$ cat config.mk
export PLATFORM = sky130hd
export DESIGN_NAME = div_tick_select
export DESIGN_NICKNAME = d
export VERILOG_FILES = /design/src/rtl/div_tick_select.sv
export SDC_FILE = /design/constraint.sdc
export NUM_CORES = 1
export LEC_CHECK = 0
export ABC_CLOCK_PERIOD_IN_PS = 5400
export BUFFER_PORTS_ARGS = -buffer_cell sky130_fd_sc_hd__buf_2
export CORE_MARGIN = 5
export CORE_UTILIZATION = 55
export CTS_CLUSTER_DIAMETER = 120
export CTS_CLUSTER_SIZE = 10
export DETAILED_ROUTE_END_ITERATION = 8
export GPL_TIMING_DRIVEN = 0
export PLACE_DENSITY = 0.95
export SYNTH_ARGS = -nofsm -noshare
export SYNTH_HDL_FRONTEND = slang
export SYNTH_SLANG_ARGS = --single-unit
$ cat constraint.sdc
create_clock -name clk -period 5.4 [get_ports clk]
set_clock_uncertainty 0.05 [all_clocks]
set_input_delay 1.08 -clock clk [delete_from_list [all_inputs] [get_ports clk]]
set_output_delay 1.08 -clock clk [all_outputs]
set_load 0.01 [all_outputs]
$ cat src/rtl/div_tick_select.sv
// div_tick_select
//   Turns the 2/4/8 divider outputs into a one-cycle clock enable (tick) at a
//   selectable rate. Rate changes are handshaked and take effect on the /8
//   count wrap, so the new rate starts phase-aligned. If that wrap never
//   arrives, the switch is forced after TMO_CYC cycles and align_err is set.
//
//   Optional feature macro: DIV_TICK_CNT_EN
//     defined   -> tick_cnt counts ticks since the last rate switch
//     undefined -> no counter, tick_cnt tied to 0
//
//   Ports
//     clk, rst                      system clock, async active-high reset
//     clk_div2/4/8                  divider levels, registered on clk upstream
//     sel_req, sel[1:0]             rate change request and requested rate
//     sel_ack                       one-cycle pulse, requested rate in effect
//     busy                          switch pending, requests ignored
//     active_sel[1:0]               rate currently driving tick
//     tick                          one-cycle enable at the active rate
//     tick_cnt[CNT_W-1:0]           ticks since last switch (see macro)
//     align_err                     last switch was forced by timeout
//
//   state      | meaning
//   IDLE       | accepting requests
//   WAIT_ALIGN | new rate latched, waiting for /8 wrap or timeout
//   ACK        | switch done (or rate unchanged), sel_ack follows
module div_tick_select #(
  parameter int         CNT_W   = 16,
  parameter logic [1:0] RST_SEL = 2'd3,
  parameter int         TMO_CYC = 16
) (
  input  logic             clk,
  input  logic             rst,
  input  logic             clk_div2,
  input  logic             clk_div4,
  input  logic             clk_div8,
  input  logic             sel_req,
  input  logic [1:0]       sel,
  output logic             sel_ack,
  output logic             busy,
  output logic [1:0]       active_sel,
  output logic             tick,
  output logic [CNT_W-1:0] tick_cnt,
  output logic             align_err
);

  typedef enum logic [1:0] {IDLE, WAIT_ALIGN, ACK} state_t;

  // Timeout is a down-counter: loaded with TMO_CYC-1 on accept, the switch
  // is forced in the WAIT_ALIGN cycle where it reads zero.
  localparam logic [7:0] TMO_LOAD = 8'(TMO_CYC - 1);

  state_t     state, state_nxt;
  logic       prev2, prev4, prev8;
  logic       rise2, rise4, rise8, align_evt;
  logic [7:0] tmo_cnt;
  logic       tmo_done;
  logic [1:0] pend_sel;
  logic       accept_new, do_switch, forced;
  logic       tick_nxt;

  assign rise2     = clk_div2 & ~prev2;
  assign rise4     = clk_div4 & ~prev4;
  assign rise8     = clk_div8 & ~prev8;
  // /8 falling edge is the divider's count wrap: all inputs are low here.
  assign align_evt = prev8 & ~clk_div8;
  assign tmo_done  = (tmo_cnt == 8'd0);
  assign busy      = (state != IDLE);

  always_comb begin
    state_nxt  = state;
    accept_new = 1'b0;
    do_switch  = 1'b0;
    forced     = 1'b0;
    case (state)
      IDLE: begin
        if (sel_req) begin
          if (sel == active_sel) begin
            state_nxt = ACK;
          end else begin
            accept_new = 1'b1;
            state_nxt  = WAIT_ALIGN;
          end
        end
      end
      WAIT_ALIGN: begin
        // An align event wins over a simultaneous timeout.
        if (align_evt) begin
          do_switch = 1'b1;
          state_nxt = ACK;
        end else if (tmo_done) begin
          do_switch = 1'b1;
          forced    = 1'b1;
          state_nxt = ACK;
        end
      end
      ACK:     state_nxt = IDLE;
      default: state_nxt = IDLE;
    endcase
  end

  always_comb begin
    tick_nxt = 1'b0;
    case (active_sel)
      2'd0:    tick_nxt = 1'b1;
      2'd1:    tick_nxt = rise2;
      2'd2:    tick_nxt = rise4;
      default: tick_nxt = rise8;
    endcase
  end

  always_ff @(posedge clk or posedge rst) begin
    if (rst) begin
      state      <= IDLE;
      prev2      <= 1'b0;
      prev4      <= 1'b0;
      prev8      <= 1'b0;
      tick       <= 1'b0;
      sel_ack    <= 1'b0;
      active_sel <= RST_SEL;
      pend_sel   <= RST_SEL;
      align_err  <= 1'b0;
      tmo_cnt    <= TMO_LOAD;
    end else begin
      state   <= state_nxt;
      prev2   <= clk_div2;
      prev4   <= clk_div4;
      prev8   <= clk_div8;
      tick    <= tick_nxt;
      sel_ack <= (state == ACK);
      if (accept_new) begin
        pend_sel  <= sel;
        align_err <= 1'b0;
        tmo_cnt   <= TMO_LOAD;
      end else if (state == WAIT_ALIGN && !tmo_done) begin
        tmo_cnt <= tmo_cnt - 8'd1;
      end
      if (do_switch) begin
        active_sel <= pend_sel;
        align_err  <= forced;
      end
    end
  end

`ifdef DIV_TICK_CNT_EN
  // Clear on the switch edge takes priority over a tick in that cycle.
  always_ff @(posedge clk or posedge rst) begin
    if (rst) begin
      tick_cnt <= '0;
    end else if (do_switch) begin
      tick_cnt <= '0;
    end else if (tick) begin
      tick_cnt <= tick_cnt + CNT_W'(1);
    end
  end
`else
  assign tick_cnt = '0;
`endif

endmodule
-- After elaboration in Yosys (flattened, before gate mapping)
Cells that the tools add are included.
W data, S select, Z words.
- flip-flop bits (word level): 20
- output and inout port bits: 22
- word-level logic and storage cells: 53
- $add $sub $neg: 1
- eq/ne operators: 7
- mux-type cells: 18
- bitwise gates (word level): 8
- reduce and logical (&&, ||, !) cells: 9
- operators with widths (cell ; count):
    $mux W8 ; 2
    $mux W1 ; 10
    $logic_not A8 Y1 ; 1
    $mux W2 ; 4
    $sub A8 B1 Y8 const B ; 1
    $reduce_bool A2 Y1 ; 3
    $and A1 B1 Y1 ; 4
    $eq A2 B1 Y1 const B ; 2
    $eq A2 B2 Y1 const B ; 2
    $logic_not A2 Y1 ; 2
    $not A1 Y1 ; 4
    $pmux W2 S2 ; 1
    $ne A3 B3 Y1 const B ; 1
    $pmux W1 S3 ; 1
    $eq A2 B2 Y1 ; 1
    $ne A2 B2 Y1 const B ; 1
    $reduce_and A2 Y1 ; 1
    $logic_and A1 B1 Y1 ; 1
    $logic_not A1 Y1 ; 1

-- Longest topological paths before layout
- depth after elaboration: 6
- gate-level depth with buffers: 6
- depth with buffers taken out: 6

-- Least setup slack after synthesis
OpenSTA, ideal clock, no wires.
- path kind: input port to flip-flop
- start point: input sel[1]
- end point: register pend_sel[0]
- setup time: 0.082 ns
- arrival time: 2.026 ns
- setup slack: 3.242 ns
- stages: 5
- path through: xnor2_1 -> a21oi_1 -> and3b_1 -> buf_2 -> mux2_2
- longest elaborated chain between the ends: 4
- RTL lines (element ; RTL line ; RTL):
    start: declaration ; 37 ; input logic [1:0] sel,
    $eq A2 B2 Y1 ; 77 ; if (sel == active_sel) begin
    $mux W1 ; 77 ;
    $mux W1 ; 76 ; if (sel_req) begin
    $mux W1 ; 74 ; case (state)
    end signal: assignment ; 131 ; pend_sel <= sel;
    end: declaration ; 57 ; logic [1:0] pend_sel;
Every way passes these cells.
A chain may end at the register's enable or synchronous reset.

-- Worst setup path after layout
- start point: register state[0]
- end point: output busy
- longest elaborated chain between the ends: 1
- RTL lines (element ; RTL line ; RTL):
    start: declaration ; 52 ; state_t state, state_nxt;
    start signal: assignment ; 124 ; state <= state_nxt;
    $reduce_bool A2 Y1 ; 67 ; assign busy = (state != IDLE);
    end: declaration ; 39 ; output logic busy,
Every way passes these cells.

==> run_results.csv <==
group,metric,value,unit
logic_synthesis,synth_warnings,0,
detailed_routing,detail_route.wl_per_cell,12.3,um
logic_synthesis,async_reset_ff_share,100,%
hold_path,hp-class,"reg2reg",
floorplan,rows,16,
clock_tree,hold_buffers,0,
timing,fin_crit_sh,43.5,%
critical_path,crit_chain,"or2_2 > buf_2",
critical_path,startpoint_type,"flip-flop",
global_routing,grtUsageTotal,14.6,%
global_routing,grt_pass1_wl,3.57,mm
placed_design,dpl_cell_area,1280,um2
timing,rsz0062_at_grt,"false",
detailed_routing,vias,804,
logic_synthesis,post-synth-top-area-fraction,26.7,%
clock_tree,root_buffer,"clkbuf_4",
detailed_routing,drtIter0Drc,8,
clock_tree,htreeDepth,1,
clock_tree,cts_tree,"yes",
logic_synthesis,postSynthCellCount,105,
logic_synthesis,synth_fa_ha_area_share,2.22,%
floorplan,die-area,3050,um2
logic_synthesis,ys_seq_area_share,45.3,%
critical_path,crit_path_end_kind,"primary output",
floorplan,die_width,55.3,um
timing,tns,0,ps
logic_synthesis,ys.flop_type,"dfrtp_1",
timing,worst_slew_pin_slew,711,ps
hold_path,min_from,"tmo_cnt[2]",
timing,relSlewSlack,52.6,%
clock_tree,cts_setup_buffers,0,
critical_path,critPathMaxFanout,7,
logic_synthesis,synthMuxAreaShare,4.89,%
logic_synthesis,synth_edf_count,0,
logic_synthesis,syn_area,1130,um2
critical_path,r2r_slack,3470,ps
timing,hold_slack,498,ps
floorplan,num_io_pins,30,
logic_synthesis,synth-xor-area-share,3.89,%
final_layout,finalInstanceArea,1330,um2
critical_path,cpMaxStageDelayCell,"dfrtp_1",
clock_tree,cts_resized,0,
logic_synthesis,synth_top_family_by_area,"simple AND/OR/NAND/NOR gates",
critical_path,cp.required,4270,ps
critical_path,r2r_start,"tmo_cnt[0]",
logic_synthesis,syn_area_per_cell,10.7,um2
hold_path,worstHoldEndpoint,"tmo_cnt[2]",
final_layout,final_nets,148,
placed_design,hpwl,1.53,mm
clock_tree,cts_sinks,20,
global_routing,antenna_found_initial,0,
critical_path,slowest_delay,480,ps
detailed_routing,drc_errors,0,
final_layout,final_core_util,68.0,%
hold_path,hold_depth,2,
final_layout,diodes,0,
flow_run,cap_viol_max_count,0,
logic_synthesis,ys_ff_latch,20,
timing,hold_viol,0,
final_layout,layout-drive-gt1-share,40.1,%
clock_tree,cts_buffers,3,
logic_synthesis,yosys.area.top_type,"dfrtp_1",
placed_design,gp_congestion,0.835,
detailed_routing,ant_nets,0,
detailed_routing,viasPerCell,4.90,
timing,slew_violations,0,
critical_path,crit_type,"reg2out",
critical_path,reg2reg_depth,6,
floorplan,core_area,1960,um2
global_routing,grt_max_degree,21,
critical_path,r2r-end,"active_sel[1]",
timing,finalCriticalPeriod,2350,ps
timing,setup_viol,0,
detailed_routing,routed_wl,2.01,mm
power_and_ir_drop,vdd_ir_drop_max,0.258,mV
power_and_ir_drop,p_leak,0.659,nW
final_layout,most-common-layout-cells,"buf_4 (16), conb_1 (16), buf_2 (14), dfrtp_1 (12), dfstp_2 (8)",
clock_tree,clk-insertion-delay-late,310,ps
power_and_ir_drop,p_per_area,416,nW/um2
floorplan,die_h,55.3,um
clock_tree,clkSlewWorstSetupHoldPaths,110,ps
outcome,run_status,"finished clean",
logic_synthesis,ys_top_cells_by_area,"dfrtp_1 (27%), dfstp_2 (19%), buf_4 (11%)",
critical_path,worstPathArrival,1220,ps
global_routing,grt_pass1_vias,822,
global_routing,overflow,0,
logic_synthesis,ys_types,41,
critical_path,crit_path_start,"state[0]",
floorplan,start_util,57.4,%
detailed_routing,dr.pass1.iters,4,
placed_design,io_buffers,13,
logic_synthesis,yosys.area_share.simple,21.6,%
logic_synthesis,synth-compound-area-share,9.00,%
timing,fmax,0.426,GHz
final_layout,area_delta_synth_final,18.4,%
clock_tree,clock_path_buffers,2,
## cell usage after synthesis (3+ instances only)
| library cell | count |
|---|---|
| buf_4 | 16 |
| dfrtp_1 | 12 |
| dfstp_2 | 8 |
| inv_1 | 5 |
| nor2_1 | 5 |
| a21oi_1 | 4 |
| mux2_2 | 4 |
| nand2_1 | 4 |
| nor3_1 | 3 |
| xnor2_1 | 3 |
## critical path, delay by kind of cell, from the launching register on
kind	cells	cell delay (ps)
buf+inv	1	140
flops	1	480
simple gates	1	290
## power breakdown
| part | switching [W] | internal, W | total [W] |
|---|---|---|---|
| clock network | 0.0000482 | 0.0000751 | 0.000123 |
| logic | 0.0000903 | 0.0000919 | 0.000182 |
| registers | 0.0000403 | 0.000209 | 0.000249 |
## cell families (layout without fill, tap and decap cells)
kind of cell / after synthesis / after routing
adders and majority gates: 2 / 2
AOI/OAI and AO/OA: 14 / 14
and+or+nand+nor: 36 / 36
other: 1 / 16
buffers and inverters: 22 / 39
xor gates and xnor gates: 5 / 5
muxes: 5 / 5
DFF: 20 / 20
## worst max-delay path by stage
stage	endpoint	slack (ps)	cells after the start
2_1_floorplan	pend_sel[0]	3240	5
3_3_place_gp	pend_sel[1]	3000	6
3_5_place_dp	pend_sel[1]	2970	6
4_1_cts	busy	3040	2
5_1_grt	busy	2990	2
6_report	busy	3050	2
## stage by stage
step / setup slack, ps / cells / total power [W]
2_1_floorplan: 3240 / 120 / 0.000381
3_3_place_gp: 3000 / 160 / 0.000424
3_5_place_dp: 2970 / 160 / 0.000433
4_1_cts: 3040 / 164 / 0.000559
5_1_grt: 2990 / 164 / 0.000592
6_report: 3050 / 164 / 0.000554
## state kept, by name, summed over array words and instances, names as in the netlist
name        count
tick            1
prev2           1
prev8           1
sel_ack         1
align_err       1
prev4           1
active_sel      2
pend_sel        2
tmo_cnt         8
state           2
## layout make-up
type | count | area, um2
multi-input combinational | 78 | 528
sequential | 20 | 510
inverter | 5 | 18.8
timing repair buffer | 13 | 65.1
clock buffer | 3 | 22.5
fill | 152 | 628
clock inverter | 1 | 30.0
buffer | 17 | 125
tap | 27 | 33.8
## metal layers
metal / global-route usage [%] / wire length [um] / up-vias
met5: 0 / 0 / -
met4: 11.5 / 66 / 0
met3: 2.10 / 113 / 6
met2: 24.3 / 959 / 27
met1: 16.5 / 871 / 377
li1: - / - / 394
Note: power is estimated with default switching activity, not from simulation.
